**src/rtl/datapath_hs_pkg.sv**
```systemverilog
// Shared types for datapath_hs: opcode constants, ALU op, register-input select, FSM state.
package datapath_hs_pkg;

  localparam logic [3:0] OpAdd  = 4'd2;
  localparam logic [3:0] OpSub  = 4'd3;
  localparam logic [3:0] OpNor  = 4'd4;
  localparam logic [3:0] OpAnd  = 4'd5;
  localparam logic [3:0] OpXor  = 4'd6;
  localparam logic [3:0] OpRsh1 = 4'd7;

  typedef enum logic [2:0] {AluAdd, AluSub, AluNor, AluAnd, AluXor, AluRsh1} alu_op_e;

  typedef enum logic [1:0] {
    RegInAlu  = 2'd0,
    RegInImm  = 2'd1,
    RegInLoad = 2'd2,
    RegInZero = 2'd3
  } reg_in_sel_e;

  typedef enum logic {StRun = 1'b0, StWait = 1'b1} state_e;

  // Unlisted opcodes fall back to add.
  function automatic alu_op_e decode_alu_op(input logic [3:0] op);
    case (op)
      OpSub:   return AluSub;
      OpNor:   return AluNor;
      OpAnd:   return AluAnd;
      OpXor:   return AluXor;
      OpRsh1:  return AluRsh1;
      default: return AluAdd;
    endcase
  endfunction

endpackage

```
**src/rtl/datapath_hs_call_stack_g.sv**
```systemverilog
// Return-address stack for datapath_hs. DATAPATH_HS_CS_GUARD_EN enables overflow/underflow
// guarding with sticky flags; otherwise the pointer simply wraps modulo CS_DEPTH.
module call_stack_g
  import datapath_hs_pkg::*;
#(
  parameter int unsigned CS_DEPTH = 16,
  parameter int unsigned PC_W     = 10
) (
  input  logic            clk_i,
  input  logic            sync_rst_i,
  input  logic            push_i,
  input  logic            pop_i,
  input  logic [PC_W-1:0] push_data_i,
  output logic [PC_W-1:0] pop_data_o,
  output logic            ovf_o,
  output logic            unf_o
);

  localparam int unsigned IdxW = $clog2(CS_DEPTH);
`ifdef DATAPATH_HS_CS_GUARD_EN
  localparam int unsigned SpW = IdxW + 1;
`else
  localparam int unsigned SpW = IdxW;
`endif

  logic [PC_W-1:0] mem_q [CS_DEPTH];
  logic [SpW-1:0]  sp_q, sp_d;
  logic [IdxW-1:0] wr_idx, top_idx;
  logic            push_ok, pop_ok;

  assign wr_idx  = sp_q[IdxW-1:0];
  assign top_idx = wr_idx - IdxW'(1);

`ifdef DATAPATH_HS_CS_GUARD_EN
  logic full, empty, ovf_q, unf_q;

  assign full       = (sp_q == SpW'(CS_DEPTH));
  assign empty      = (sp_q == '0);
  assign push_ok    = push_i & ~full;
  assign pop_ok     = pop_i & ~empty;
  // Underflow returns address 0.
  assign pop_data_o = empty ? '0 : mem_q[top_idx];
  assign ovf_o      = ovf_q;
  assign unf_o      = unf_q;

  always_ff @(posedge clk_i) begin
    if (sync_rst_i) begin
      ovf_q <= 1'b0;
      unf_q <= 1'b0;
    end else begin
      if (push_i && !pop_i && full) ovf_q <= 1'b1;
      if (pop_i && empty)           unf_q <= 1'b1;
    end
  end
`else
  assign push_ok    = push_i;
  assign pop_ok     = pop_i;
  assign pop_data_o = mem_q[top_idx];
  assign ovf_o      = 1'b0;
  assign unf_o      = 1'b0;
`endif

  always_comb begin
    sp_d = sp_q;
    if (pop_ok)       sp_d = sp_q - SpW'(1);
    else if (push_ok) sp_d = sp_q + SpW'(1);
  end

  always_ff @(posedge clk_i) begin
    if (sync_rst_i) begin
      sp_q <= '0;
      for (int i = 0; i < CS_DEPTH; i++) mem_q[i] <= '0;
    end else begin
      sp_q <= sp_d;
      if (push_ok && !pop_ok) mem_q[wr_idx] <= push_data_i;
    end
  end

endmodule

```
**src/rtl/datapath_hs.sv**
```systemverilog
// Parametrised datapath: register file, ALU, flags, PC and call stack with a req/ack memory
// handshake that stalls the PC. Build option: DATAPATH_HS_CS_GUARD_EN (call-stack guarding).
module datapath_hs
  import datapath_hs_pkg::*;
#(
  parameter int unsigned DATA_W   = 8,
  parameter int unsigned PC_W     = 10,
  parameter int unsigned CS_DEPTH = 16
) (
  input  logic              clk,
  input  logic              sync_rst,
  input  logic [15:0]       inst_bus,
  input  logic              reg_we,
  input  logic [1:0]        reg_in_sel,
  input  logic              alu_b_sel,
  input  logic              flags_we,
  input  logic              flags_sel,
  input  logic              pc_en,
  input  logic              pc_jmp,
  input  logic              cs_push,
  input  logic              cs_pop,
  input  logic              ld_req,
  input  logic              st_req,
  input  logic [DATA_W-1:0] load_bus,
  input  logic              mem_ack,
  output logic              mem_re,
  output logic              mem_we,
  output logic [DATA_W-1:0] mem_addr_bus,
  output logic [DATA_W-1:0] store_bus,
  output logic [PC_W-1:0]   inst_addr_bus,
  output logic              flag_out,
  output logic              busy,
  output logic              cs_ovf,
  output logic              cs_unf
);

  logic [3:0]        op, ra, rb, rc;
  logic [7:0]        imm;
  logic [DATA_W-1:0] imm_ext, rd_a, rd_b, alu_b, addr_c;
  logic [DATA_W:0]   alu_res;
  alu_op_e           alu_op;
  reg_in_sel_e       in_sel;

  logic [DATA_W-1:0] rf_q [16];
  logic              rf_we;
  logic [3:0]        rf_idx;
  logic [DATA_W-1:0] rf_data;

  state_e            state_q;
  logic              mem_re_q, mem_we_q;
  logic [DATA_W-1:0] addr_q, store_q;
  logic [3:0]        dest_q;
  logic              carry_q, zero_q;
  logic [PC_W-1:0]   pc_q, pc_d, pc_inc, pop_pc;
  logic              run, mem_req, ctl_ok;

  assign op      = inst_bus[15:12];
  assign ra      = inst_bus[11:8];
  assign rb      = inst_bus[7:4];
  assign rc      = inst_bus[3:0];
  assign imm     = inst_bus[7:0];
  assign imm_ext = DATA_W'(imm);
  assign in_sel  = reg_in_sel_e'(reg_in_sel);
  assign alu_op  = decode_alu_op(op);

  // r0 is never written and resets to zero, so it always reads zero.
  assign rd_a   = rf_q[ra];
  assign rd_b   = rf_q[rb];
  assign alu_b  = alu_b_sel ? imm_ext : rd_b;
  assign addr_c = rd_a + {{(DATA_W-4){inst_bus[3]}}, inst_bus[3:0]};

  always_comb begin
    alu_res = '0;
    case (alu_op)
      AluSub:  alu_res = {1'b0, rd_a} + {1'b0, ~alu_b} + {{DATA_W{1'b0}}, 1'b1};
      AluNor:  alu_res = {1'b0, ~(rd_a | alu_b)};
      AluAnd:  alu_res = {1'b0, rd_a & alu_b};
      AluXor:  alu_res = {1'b0, rd_a ^ alu_b};
      AluRsh1: alu_res = {2'b00, rd_a[DATA_W-1:1]};
      default: alu_res = {1'b0, rd_a} + {1'b0, alu_b};
    endcase
  end

  assign run     = (state_q == StRun);
  assign mem_req = ld_req | st_req;
  // A memory request freezes PC and stack on its issuing edge.
  assign ctl_ok  = run & ~mem_req;

  // Imm forms overlap B/C with the immediate, so they target register A.
  always_comb begin
    rf_we   = 1'b0;
    rf_idx  = (alu_b_sel || in_sel == RegInImm) ? ra : rc;
    rf_data = '0;
    if (run) begin
      rf_we = reg_we;
      case (in_sel)
        RegInAlu:  rf_data = alu_res[DATA_W-1:0];
        RegInImm:  rf_data = imm_ext;
        RegInLoad: rf_data = load_bus;
        default:   rf_data = '0;
      endcase
    end else if (mem_ack && mem_re_q) begin
      rf_we   = 1'b1;
      rf_idx  = dest_q;
      rf_data = load_bus;
    end
    if (rf_idx == 4'd0) rf_we = 1'b0;
  end

  always_ff @(posedge clk) begin
    if (sync_rst) begin
      for (int i = 0; i < 16; i++) rf_q[i] <= '0;
    end else if (rf_we) begin
      rf_q[rf_idx] <= rf_data;
    end
  end

  always_ff @(posedge clk) begin
    if (sync_rst) begin
      carry_q <= 1'b0;
      zero_q  <= 1'b0;
    end else if (run && flags_we) begin
      carry_q <= alu_res[DATA_W];
      zero_q  <= (alu_res[DATA_W-1:0] == '0);
    end
  end

  always_ff @(posedge clk) begin
    if (sync_rst) begin
      state_q  <= StRun;
      mem_re_q <= 1'b0;
      mem_we_q <= 1'b0;
      addr_q   <= '0;
      store_q  <= '0;
      dest_q   <= '0;
    end else begin
      case (state_q)
        StRun: begin
          if (mem_req) begin
            addr_q   <= addr_c;
            store_q  <= rd_b;
            dest_q   <= rc;
            mem_re_q <= ld_req;
            mem_we_q <= ~ld_req;
            state_q  <= StWait;
          end
        end
        StWait: begin
          if (mem_ack) begin
            mem_re_q <= 1'b0;
            mem_we_q <= 1'b0;
            state_q  <= StRun;
          end
        end
        default: state_q <= StRun;
      endcase
    end
  end

  assign pc_inc = pc_q + PC_W'(1);

  always_comb begin
    pc_d = pc_q;
    if (ctl_ok) begin
      if (cs_pop)      pc_d = pop_pc;
      else if (pc_jmp) pc_d = inst_bus[PC_W-1:0];
      else if (pc_en)  pc_d = pc_inc;
    end else if (!run && mem_ack) begin
      pc_d = pc_inc;
    end
  end

  always_ff @(posedge clk) begin
    if (sync_rst) pc_q <= '0;
    else          pc_q <= pc_d;
  end

  call_stack_g #(
    .CS_DEPTH(CS_DEPTH),
    .PC_W    (PC_W)
  ) u_call_stack (
    .clk_i      (clk),
    .sync_rst_i (sync_rst),
    .push_i     (ctl_ok & cs_push & ~cs_pop),
    .pop_i      (ctl_ok & cs_pop),
    .push_data_i(pc_inc),
    .pop_data_o (pop_pc),
    .ovf_o      (cs_ovf),
    .unf_o      (cs_unf)
  );

  assign mem_re        = mem_re_q;
  assign mem_we        = mem_we_q;
  assign busy          = ~run;
  assign mem_addr_bus  = run ? addr_c : addr_q;
  assign store_bus     = run ? rd_b : store_q;
  assign inst_addr_bus = pc_q;
  assign flag_out      = flags_sel ? carry_q : zero_q;

endmodule

```
**config.mk**
```make
export PLATFORM = sky130hd
export DESIGN_NAME = datapath_hs
export DESIGN_NICKNAME = d
export VERILOG_FILES = /design/src/rtl/datapath_hs_pkg.sv /design/src/rtl/datapath_hs_call_stack_g.sv /design/src/rtl/datapath_hs.sv
export SDC_FILE = /design/constraint.sdc
export NUM_CORES = 1
export LEC_CHECK = 0
export CAP_MARGIN = 20
export CORE_AREA = 2 2 172 174
export CTS_CLUSTER_DIAMETER = 40
export DETAILED_ROUTE_END_ITERATION = 7
export DIE_AREA = 0 0 174 176
export PLACE_DENSITY = 0.9
export SLEW_MARGIN = 0
export SYNTH_ARGS = -nofsm -noshare
export SYNTH_HDL_FRONTEND = slang
export SYNTH_SLANG_ARGS = --single-unit
```
**constraint.sdc**
```tcl
create_clock -name clk -period 8.3 [get_ports clk]
set_clock_uncertainty 0.1 [all_clocks]
set_input_delay 1.66 -clock clk [delete_from_list [all_inputs] [get_ports clk]]
set_output_delay 1.66 -clock clk [all_outputs]
set_load 0.02 [all_outputs]
```
==> reports/results.md, run 1 <==
| Stage | Quantity | Value |
| --- | --- | --- |
| critical path | Sort of element at the start of the critical path | primary input |
| timing | Number of setup violations in the final report | 0 |
| critical path | Library cell contributing the largest single delay on the critical path | clkdlybuf4s50_1 |
| grt | Global-route total usage across every layer | 34.53% |
| critical path | Buf+Inv Stages, Crit Path | 4 |
| critical path | Critical path, cell by cell | clkdlybuf4s50_1 > buf_4 > nor2b_1 > a221oi_1 > a21oi_2 > inv_1 > ha_1 > a21o_1 > a21oi_1 > o21ai_0 > a2111oi_0 > or3_1 > xnor2_1 > o21ai_0 > clkdlybuf4s50_1 |
| power | PD cells | 230.0 nW/um2 |
| timing | RSZ-0062 raised after global routing | false |
| power | Total Power | 4.595 mW |
| job | Max-cap violation count | 0 |
| yosys | Most numerous cell types in the synthesized netlist | nor2_1 (322), edfxtp_1 (288), nand2_1 (137) |
| cells and area | Nets | 1,609 |
| grt | Most crowded layer after global routing | met2 |
| timing | Total count of hold-check failures in the final report | 0 |
| route | Post-DRT Antenna Nets | 0 |
| outcome | Run status | completed |
| floorplan | Initial Util | 61.69% |
| yosys | Most numerous cell in the Yosys netlist | nor2_1 |
| grt | Routing usage on met1 | 42.13% |
| clock tree | H-tree levels | 2 |
| route | Final Routed Wirelength | 52,600 um |
| grt | GRT met3 Usage | 9.367% |
| critical path | Worst endpoint required time | 6.54 ns |
| timing | Measured slew at the worst slew-check pin | 1.104 ns |
| grt | Initial antenna violation count | 2 |
| timing | Final worst path period share | 92.40% |
| clock tree | Clock latency reported for the late side of the worst-skew pair | 0.57 ns |
| yosys | Cell variety after synth | 73 |
| clock tree | Post-CTS setup buffer count | 0 |
| yosys | Total of flip-flops plus latches after synthesis | 327 |
| floorplan | IO Pins | 71 |
| cells and area | Final non-filler cell total | 1,948 |
| critical path | Critical path's largest stage delay | 0.64 ns |
| yosys | Top_reg_cell synth | edfxtp_1 |
| yosys | Post-synth top area cell | edfxtp_1 |
| critical path | Worst-case reg-to-reg path depth | 14 |
| floorplan | Full die area | 30,620 um2 |
| clock tree | Cts bufs inserted | 42 |
| critical path | Path type of the worst setup path | primary input to primary output |
| placement | Number of port buffers | 68 |
| grt | Remaining global-route overflow | 0 |
| critical path | CP Depth | 15 |
| yosys | Cell area after technology mapping | 17,610 um2 |
| critical path | Data arrival time of the critical path | 5.91 ns |
| yosys | Number of synthesized flops with an enable pin | 288 |
| critical path | Maximum net fanout on the critical path | 29 |
| clock tree | Root Driver | clkbuf_16 |
| clock tree | CTS clk-pin slew, worst paths | 0.05 ns |
| floorplan | Die height | 176 um |
| yosys | Syn. warnings | 0 |
| route | Drc violations | 0 |
| timing | Final max-slew violation count | 0 |
| hold path | Hold/Removal Path Class | flip-flop to flip-flop |
| cells and area | Area growth from synthesis to final layout | 13.45% |
| grt | Pin count of the biggest net entering global routing | 47 |
| placement | Cell count after placement | 1,870 |
| yosys | Top cell type's share of synthesized area | 49.10% |
| floorplan | Core region area | 28,550 um2 |
| grt | Met2 usage | 56.52% |
| placement | Detailed Place HPWL | 33,620 um |
| clock tree | Clock tree buffer depth | 3 |
| route | Total number of vias | 13,680 |
| grt | Number of global-route vias before repair | 13,380 |
| grt | First-pass GRT wire length | 79,560 um |
| route | Number of iterations in the first detailed-routing pass | 8 |
| yosys | Share of synthesized area occupied by flip-flops and latches | 53.54% |
| clock tree | Count of cells resized by post-cts repair | 0 |
| clock tree | TritonCTS clock tree | yes |
| route | Violation count after the first detailed-route iteration | 2,158 |
| power | Leakage Power | 7.138 nW |
| timing | Peak clock frequency supported by timing | 130.4 MHz |
| floorplan | Row Count | 62 |
| clock tree | Hold Buf Count CTS | 0 |
| floorplan | Width of the chip | 174 um |
| route | Routed vias/inst | 7.021 |
| clock tree | Clock sink count | 327 |
| yosys | Mean instance size in the synthesized netlist | 11.82 um2 |
| hold path | Hold-critical path depth | 2 |
| critical path | Sort of element at the end of the critical path | primary output |
| yosys | Leading cell types by total area after synthesis | edfxtp_1 (49%), mux4_2 (14%), nor2_1 (6.9%) |
| timing | Post-route setup TNS | 0 ns |
| cells and area | Share of cells above drive strength 1 | 15.36% |
| timing | Relative slew slack | 26.20% |
| route | Routed wirelength normalized by instance count | 27.00 um |
| yosys | Share of flip-flops with an asynchronous set or reset | 0% |
| yosys | Synthesized instance count | 1,490 |
| placement | Final RePlAce weighted congestion | 1.045 |
| critical path | Kind of cell adding the most delay to the critical path | buffers and inverters |
| timing | Post-layout minimum cycle time | 7.669 ns |
| power | IR Drop Worst-Case VDD | 0.2172 mV |
==> registers in the layout, summed over array words and instances, names as in the netlist <==
register,count
inst_addr_bus,10
u_call_stack.mem_q,160
addr_q,8
store_q,8
dest_q,4
mem_re,1
carry_q,1
rf_q,128
busy,1
mem_we,1
zero_q,1
u_call_stack.sp_q,4
==> final timing paths <==
kind              slack (ns)                 startpoint                         to
hold reg to reg         0.36    store_q[6]$_SDFFE_PP0P_    store_q[6]$_SDFFE_PP0P_
setup / recovery        0.63                inst_bus[9]            mem_addr_bus[7]
setup reg to reg        3.27  rf_q[11][1]$_SDFFCE_PN0P_  rf_q[13][6]$_SDFFCE_PN0P_
hold / removal          0.36    store_q[6]$_SDFFE_PP0P_    store_q[6]$_SDFFE_PP0P_
==> stage by stage <==
step / util [%] / cell area, um2 / hold WS, ns / setup WS [ns]
2_1_floorplan: - / 17650 / 0.3317 / 1.590
6_report: 69.99 / 19980 / 0.3563 / 0.6305
3_5_place_dp: 64.87 / 18520 / 0.3487 / 0.7556
3_3_place_gp: 64.87 / 18520 / 0.3386 / 0.8020
5_1_grt: 69.98 / 19980 / 0.3760 / 0.3733
4_1_cts: 69.98 / 19980 / 0.3578 / 0.7081
==> power by group <==
group | switching (mW) | internal, mW
clock network | 0.783 | 1.12
logic | 0.480 | 0.302
registers | 0.0497 | 1.86
==> tightest hold or removal path: cells and delay by family, from the launching register on <==
kind             cells  cell delay, ns
flip-flops           1            0.30
AND/OR/NAND/NOR      1            0.05
AO/OA/AOI/OAI        1            0.05
==> cell families after synthesis <==
family / Yosys count / share of synthesized area, %
AO/OA/AOI/OAI: 209 / 7.872
adder cells (fa/ha/maj): 40 / 2.970
AND/OR/NAND/NOR: 601 / 14.76
XOR/XNOR: 18 / 0.8951
other: 1 / 0.02129
buffers and inverters: 148 / 3.645
multiplexers: 146 / 16.30
flip-flops: 327 / 53.54
==> final cells by class <==
| cell class | instances | area, um2 |
|---|---|---|
| flip-flops and latches | 327 | 9430 |
| fillers | 1837 | 8567 |
| multi-input cells | 1024 | 7575 |
| clock buffers | 44 | 1069 |
| repair buffers | 99 | 898.4 |
| well taps | 384 | 480.5 |
| clock inverters | 33 | 390.4 |
| inverters | 36 | 135.1 |
| diodes | 1 | 2.502 |
==> layout by cell type, fill, tap and decap left out, types with 10 or more instances in the layout <==
cell type and instances:
xor2_1 10, mux2i_1 28, nor3_1 11, edfxtp_1 288
nand2_1 137, nand2b_1 39, conb_1 10, nor2_2 10
ha_1 37, and2_1 13, clkbuf_16 42, inv_1 35
dfxtp_1 38, a211oi_1 15, o21ai_0 38, nand3_1 21
buf_4 31, a21oi_1 65, nor2b_1 17, clkdlybuf4s50_1 65
nor2_1 322, mux4_2 108
==> per-layer routing <==
layer	vias up	wire, um	part of all wire (%)
met3	241	6777	13
met1	6619	17320	33
met4	4	3359	6.4
met5	-	30	0.057
li1	5549	-	-
met2	1264	25120	48
No activity file was read; power rests on OpenSTA's default activity.
==> inputs of run 2 (changes only) <==
- SETUP_SLACK_MARGIN: default -> 0.1
==> results of run 2 <==
Final layout, timing and power as in run 1 (identical DEF).
